===== src/rtl/ram_responder.sv =====
// ram_responder: memory-side responder for the ramstate_t request handshake.
// Stores 2^DEPTH_W words. A legal read or write request is answered after LAT
// BUSY cycles with a single ACCESS cycle. Illegal requests get a single ERROR
// cycle. All outputs are registered.
//
// Ports:
//   CLK       rising-edge clock
//   nRST      synchronous active-low reset; clears state, ramload and storage
//   ramREN    read request (level, held by requester until ACCESS/ERROR)
//   ramWEN    write request (level, held by requester until ACCESS/ERROR)
//   ramaddr   byte address; the word index is ramaddr[DEPTH_W+1:2]
//   ramstore  write data
//   ramload   read data; updated only in a read's ACCESS cycle, held otherwise
//   ramstate  FREE / BUSY / ACCESS / ERROR

package ram_responder_pkg;
  typedef logic [31:0] word_t;

  typedef enum logic [1:0] {
    FREE   = 2'd0,
    BUSY   = 2'd1,
    ACCESS = 2'd2,
    ERROR  = 2'd3
  } ramstate_t;
endpackage

module ram_responder
  import ram_responder_pkg::*;
#(
  parameter int unsigned LAT     = 2,
  parameter int unsigned DEPTH_W = 6
) (
  input  logic      CLK,
  input  logic      nRST,
  input  logic      ramREN,
  input  logic      ramWEN,
  input  word_t     ramaddr,
  input  word_t     ramstore,
  output word_t     ramload,
  output ramstate_t ramstate
);

  localparam int unsigned DEPTH = 32'd1 << DEPTH_W;
  localparam int unsigned CNT_W = 4;
  localparam logic [CNT_W-1:0] LAT_C = CNT_W'(LAT);

  typedef enum logic [1:0] {
    IDLE = 2'd0,
    WAIT = 2'd1,
    DONE = 2'd2,
    ERR  = 2'd3
  } state_t;

  state_t           state_q, state_d;
  logic [CNT_W-1:0] cnt_q, cnt_d;
  word_t            addr_q, data_q;
  logic             wr_q;
  word_t            mem [DEPTH];
  ramstate_t        ramstate_d;

  logic               req_c, illegal_c, same_c;
  logic               capture_c, commit_c;
  logic               from_in_c, acc_wr_c;
  logic [DEPTH_W-1:0] acc_idx_c;
  word_t              acc_data_c;

  // Request classification against the live inputs and the latched request.
  always_comb begin
    req_c     = ramREN | ramWEN;
    illegal_c = req_c && ((ramREN && ramWEN) ||
                          (ramaddr[1:0] != 2'b00) ||
                          ((ramaddr >> (DEPTH_W + 2)) != '0));
    same_c    = (ramREN ^ ramWEN) && (ramWEN == wr_q) && (ramaddr == addr_q);
  end

  // With LAT=0 the access happens on the same edge the request is seen in IDLE,
  // so the operands come straight from the inputs rather than the latches.
  always_comb begin
    from_in_c  = (state_q == IDLE);
    acc_wr_c   = from_in_c ? ramWEN : wr_q;
    acc_idx_c  = from_in_c ? ramaddr[DEPTH_W+1:2] : addr_q[DEPTH_W+1:2];
    acc_data_c = from_in_c ? ramstore : data_q;
  end

  // Next-state, counter and access control.
  always_comb begin
    state_d   = state_q;
    cnt_d     = cnt_q;
    capture_c = 1'b0;
    commit_c  = 1'b0;
    unique case (state_q)
      IDLE: begin
        if (illegal_c) begin
          state_d = ERR;
        end else if (req_c) begin
          capture_c = 1'b1;
          cnt_d     = LAT_C;
          if (LAT_C != '0) begin
            state_d = WAIT;
          end else begin
            state_d  = DONE;
            commit_c = 1'b1;
          end
        end
      end
      WAIT: begin
        if (illegal_c) begin
          state_d = ERR;
          cnt_d   = '0;
        end else if (!same_c) begin
          state_d = IDLE;
          cnt_d   = '0;
        end else if (cnt_q <= CNT_W'(1)) begin
          state_d  = DONE;
          commit_c = 1'b1;
          cnt_d    = '0;
        end else begin
          cnt_d = cnt_q - CNT_W'(1);
        end
      end
      DONE:    state_d = IDLE;
      ERR:     state_d = IDLE;
      default: state_d = IDLE;
    endcase
  end

  // Handshake encoding of the state being entered, so ramstate is a flop.
  always_comb begin
    ramstate_d = FREE;
    unique case (state_d)
      IDLE:    ramstate_d = FREE;
      WAIT:    ramstate_d = BUSY;
      DONE:    ramstate_d = ACCESS;
      ERR:     ramstate_d = ERROR;
      default: ramstate_d = FREE;
    endcase
  end

  // State, request latches, storage and read data.
  always_ff @(posedge CLK) begin
    if (!nRST) begin
      state_q  <= IDLE;
      ramstate <= FREE;
      ramload  <= '0;
      cnt_q    <= '0;
      addr_q   <= '0;
      data_q   <= '0;
      wr_q     <= 1'b0;
      for (int unsigned i = 0; i < DEPTH; i++) begin
        mem[DEPTH_W'(i)] <= '0;
      end
    end else begin
      state_q  <= state_d;
      ramstate <= ramstate_d;
      cnt_q    <= cnt_d;
      if (capture_c) begin
        addr_q <= ramaddr;
        data_q <= ramstore;
        wr_q   <= ramWEN;
      end
      if (commit_c) begin
        if (acc_wr_c) begin
          mem[acc_idx_c] <= acc_data_c;
        end else begin
          ramload <= mem[acc_idx_c];
        end
      end
    end
  end

endmodule


===== config.mk =====
export PLATFORM = sky130hd
export DESIGN_NAME = ram_responder
export DESIGN_NICKNAME = d
export VERILOG_FILES = /design/src/rtl/ram_responder.sv
export SDC_FILE = /design/constraint.sdc
export NUM_CORES = 2
export LEC_CHECK = 0
export ABC_AREA = 0
export CORE_ASPECT_RATIO = 1.75
export CORE_UTILIZATION = 39
export DETAILED_ROUTE_END_ITERATION = 10
export HOLD_SLACK_MARGIN = 0.08
export SYNTH_ARGS = -nofsm -noshare
export SYNTH_HDL_FRONTEND = slang
export SYNTH_SLANG_ARGS = --single-unit

===== constraint.sdc =====
create_clock -name CLK -period 3.65 [get_ports CLK]
set_clock_uncertainty 0.15 [all_clocks]
set_input_delay 0.5475 -clock CLK [delete_from_list [all_inputs] [get_ports CLK]]
set_output_delay 0.5475 -clock CLK [all_outputs]
set_load 0.02 [all_outputs]

* Word-level counts from Yosys, hierarchy flattened
Memories as Yosys holds them, arrays and structs flattened. A register that Yosys moved wholly into a read port is not among the register bits. Index checks and enable logic that the tools add are counted.
Word-level totals: register bits 73, bits in writable memories 2048, memories 1
Cells by class: $add $sub $neg 1, magnitude comparators 1, eq/ne operators 10, mux-type cells 31, bitwise logic cells 3, reduce and logical (&&, ||, !) cells 16
Memories:
- mem | depth 64, width 32, rd ports 1, clocked after memory_dff 1, write ports 64, RTL line 58 | word_t mem [DEPTH];
Operator list (number):
- 2-to-1 mux 32 bit | 2
- equality test 32 bit | 1
- nonzero test 32 bit | 1
- OR reduction 32 bit | 1
- 2-to-1 mux 4 bit | 5
- 2-to-1 mux 1 bit | 14
- 2-to-1 mux 6 bit | 2
- 2-to-1 mux 2 bit | 5
- equality test 2 bit, second input constant | 4
- case mux 2 bit (4 select lines) | 1
- case mux 4 bit (2 select lines) | 1
- case mux 2 bit (3 select lines) | 1
- equality test 2 x 1 -> 1 bit, second input constant | 2
- less-or-equal comparator 4 x 1 -> 1 bit, second input constant | 1
- logical AND 1 bit | 4
- zero test 2 bit | 2
- != test 2 bit, second input constant | 2
- nonzero test 2 bit | 2
- subtractor 4 x 1 -> 4 bit, second input constant | 1
- AND reduction 3 bit | 1
- logical OR 1 bit | 2
- AND reduction 2 bit | 1
- OR reduction 2 bit | 1
- equality test 1 bit | 1
- other kinds (4) | 4

* Longest topological paths before layout
depth after elaboration 11, gate-level depth with buffers 15, depth with buffers taken out 10

* Least setup slack after synthesis
OpenSTA, ideal clock, no wires.
path kind input to register, from input ramREN, to memory mem[58][0] (netlist name), enable pin, library setup time 0.389 ns, data arrival time 3.349 ns, required time 3.111 ns, path slack -0.239 ns, stages 11, cell sequence inv_1 -> ha_1 -> o21ai_0 -> nor4_1 -> nand4_1 -> or3_1 -> buf_4 -> nor3_4 -> nand2_1 -> clkbuf_1 -> nand2_1
RTL lines:
- start, declared | RTL line 35 | input logic ramREN,
- end, declared | RTL line 58

==> flow_summary.json <==
{
  "critPathKind": "reg2reg",
  "ir_drop_v": 0.0003928,
  "async_flop_share_pct": 0,
  "slowest_delay_ns": 0.47,
  "setup_violations": 4,
  "synth_area_leaders": "edfxtp_1, nor2_1, mux2i_1, dfxtp_1, nand2_1",
  "tightest_slew_ns": 1.191,
  "hold_path.class": "in2reg",
  "violations": "design-rule violations, negative setup slack",
  "grt_setup_unrepaired": "yes",
  "synth-seq-cells": 2152,
  "hpwl_mm": 228.8,
  "globalplace.congestion": 0.9541,
  "setup_ws_ns": -0.06305,
  "antenna_found_initial": 24,
  "cp_top_family": "simple AND/OR/NAND/NOR gates",
  "via_per_inst": 5.941,
  "endpoint_kind": "flip-flop",
  "p_leak_nw": 37.58,
  "nets": 8053,
  "yosysMostFrequentCell": "nor2_1",
  "start_util_pct": 39.27,
  "cp_cell_sequence": "or2_2 > buf_4 > mux2_8 > buf_12 > buf_4 > o22ai_1 > o21ai_1 > buf_4 > nand4_1 > nor3_2 > nor2_1",
  "hold_viol_final": 0,
  "clock_sinks": 2152,
  "cts_tree": "built",
  "synth_area_leader_cell": "edfxtp_1",
  "cp_slowest_cell": "nand4_1",
  "fmax_mhz": 269.3,
  "synth_edf_count": 2048,
  "clock_path_buffers": 4,
  "p_clk_share_pct": 36.7,
  "drc": 82,
  "comb_power_share_pct": 12.7,
  "num_vias": 66800,
  "switching_share_pct": 25.45,
  "worst_setup_path_start_kind": "flip-flop",
  "p_sw_mw": 14.31,
  "ys_seq_area_share_pct": 69.10,
  "overflow": 0,
  "area_delta_synth_final_pct": 21.02,
  "wire_per_inst_um": 30.88,
  "die_area_um2": 238000,
  "die_h_um": 644.6,
  "p_int_mw": 41.92,
  "drive_gt1_share_pct": 17.49,
  "num_io_pins": 102,
  "required_ns": 4.27,
  "first_pass_iters": 11,
  "synth_top_area_share_pct": 66.83,
  "min_period_over_period_pct": 101.7,
  "root_buffer": "clkbuf_16",
  "cts_buffers": 193,
  "cp_max_fo": 14,
  "synthTopCellsByCount": "nor2_1, edfxtp_1, mux2i_1, nand2_1, clkbuf_1",
  "seqPwrFrac_pct": 50.6,
  "drt_iter0_drc": 8960,
  "core_um2": 234300,
  "grt_max_degree": 110,
  "syn_avg_cell_area_um2": 12.34,
  "row_count": 235,
  "outcome": "finished, violations left",
  "clk_latency_ns": 0.87,
  "synthCells": 7457,
  "final_antenna_net_count": 0,
  "min_period_ns": 3.713,
  "arrival_ns": 4.33,
  "slew_viol_final": 0,
  "maxCapViolations": 0,
  "htree_levels": 4,
  "synth_nets": 7529,
  "wirelength_mm": 347.3,
  "crit_buf_inv": 4,
  "relSlewSlack_pct": 18.56,
  "dieWidth_um": 369.2,
  "grt_usage_pct": 28.71,
  "yosysUniqueCellTypes": 71,
  "tns_ns": -0.1047,
  "grt_pass1_wl_mm": 486.2,
  "place_area_um2": 104800,
  "clk_pin_slew_ns": 0.07,
  "ys.warnings.count": 0,
  "crit_top_cell": "buf_4",
  "syn-cell-area_um2": 92020,
  "power_density_nw_per_um2": 505.0,
  "final_cell_area_um2": 111400,
  "synth_ff_type": "edfxtp_1",
  "grt_pass1_vias": 66160,
  "io_buffers": 101
}
-- per-stage QoR --
stage	setup WS [ns]	hold slack, ns	total power [mW]	utilization (%)	std cells
floorplan	-0.2351	0.2928	31.91	-	7457
global placement	-1.875	0.3285	35.79	44.70	10850
detailed placement	-1.312	0.3342	35.89	44.71	10850
CTS	-0.0002665	0.1689	56.20	47.44	11210
global route	-0.01846	0.2055	57.36	47.51	11240
finish	-0.06305	0.1936	56.23	47.52	11240
-- path summary, 6_finish.rpt --
check | endpoint | depth (start not counted) | from | slack (ns)
max reg2reg | ramload[29] | 11 | ramstate[0] | -0.06
min | data_q[14] | 3 | ramstore[14] | 0.19
min reg2reg | addr_q[9] | 1 | addr_q[9] | 0.34
max | ramload[29] | 11 | ramstate[0] | -0.06
-- logic make-up after synthesis --
group / count (synthesis) / share of synthesized area (%)
buffers and inverters: 724 / 3.575
AND/OR/NAND/NOR: 2793 / 12.07
XOR/XNOR: 30 / 0.2856
AO/OA/AOI/OAI: 1141 / 8.209
adder cells (fa/ha/maj): 4 / 0.05439
flip-flops: 2152 / 69.10
multiplexers: 613 / 6.708
-- registers in the layout (all words and copies together) (netlist names) --
register,flops
addr_q,32
wr_q,1
state_q,1
cnt_q,4
data_q,32
mem,2048
ramload,32
ramstate,2
-- worst min-delay path, stage by stage --
cell and delay, ns:
clkdlybuf4s50_1 0.46, nand2_1 0.07, a21boi_0 0.06
-- repair_timing --
action                                 CTS  global route
cloned                                   2             0
buffers inserted                         7             5
endpoints found under the hold margin    1             0
hold buffers                             1             0
resized for setup                       33            24
setup endpoints to repair               19            16
pin swaps                                6            15
-- power by group through the flow --
stage	registers, mW	clock network, mW	logic (mW)
6_report	28.4	20.6	7.17
5_1_grt	28.5	21.5	7.30
3_3_place_gp	28.9	0	6.88
4_1_cts	28.4	20.8	7.01
3_5_place_dp	29.0	0	6.92
2_1_floorplan	28.8	0	3.07
-- metal layers --
metal / track usage [%] / wire length, um
met1: 33.22 / 116800
met2: 46.82 / 164400
met3: 4.925 / 33480
met4: 23.15 / 32520
met5: 0 / 88
-- final cells by class --
class / instances / area, um2
Tap cell: 3081 / 3855
Multi-Input combinational cell: 4582 / 26070
Sequential cell: 2152 / 63580
Antenna cell: 29 / 72.57
Clock buffer: 228 / 5074
Fill cell: 20450 / 123000
Timing Repair Buffer: 1042 / 11560
Inverter: 10 / 37.54
Clock inverter: 120 / 1105
-- cell usage in the layout, fill, tap and decap left out, types with 40 or more instances in the layout --
master,count
clkinv_2,47
a21boi_0,40
nand2_2,60
nand2_1,390
edfxtp_1,2048
a22oi_1,80
o22ai_1,257
a21oi_1,180
dfxtp_1,102
buf_4,660
buf_12,273
a222oi_1,102
a221oi_1,63
mux2i_1,549
o21ai_0,248
clkbuf_16,195
clkdlybuf4s50_1,100
nor2_1,2126
Power figures use the tool's default switching activity.
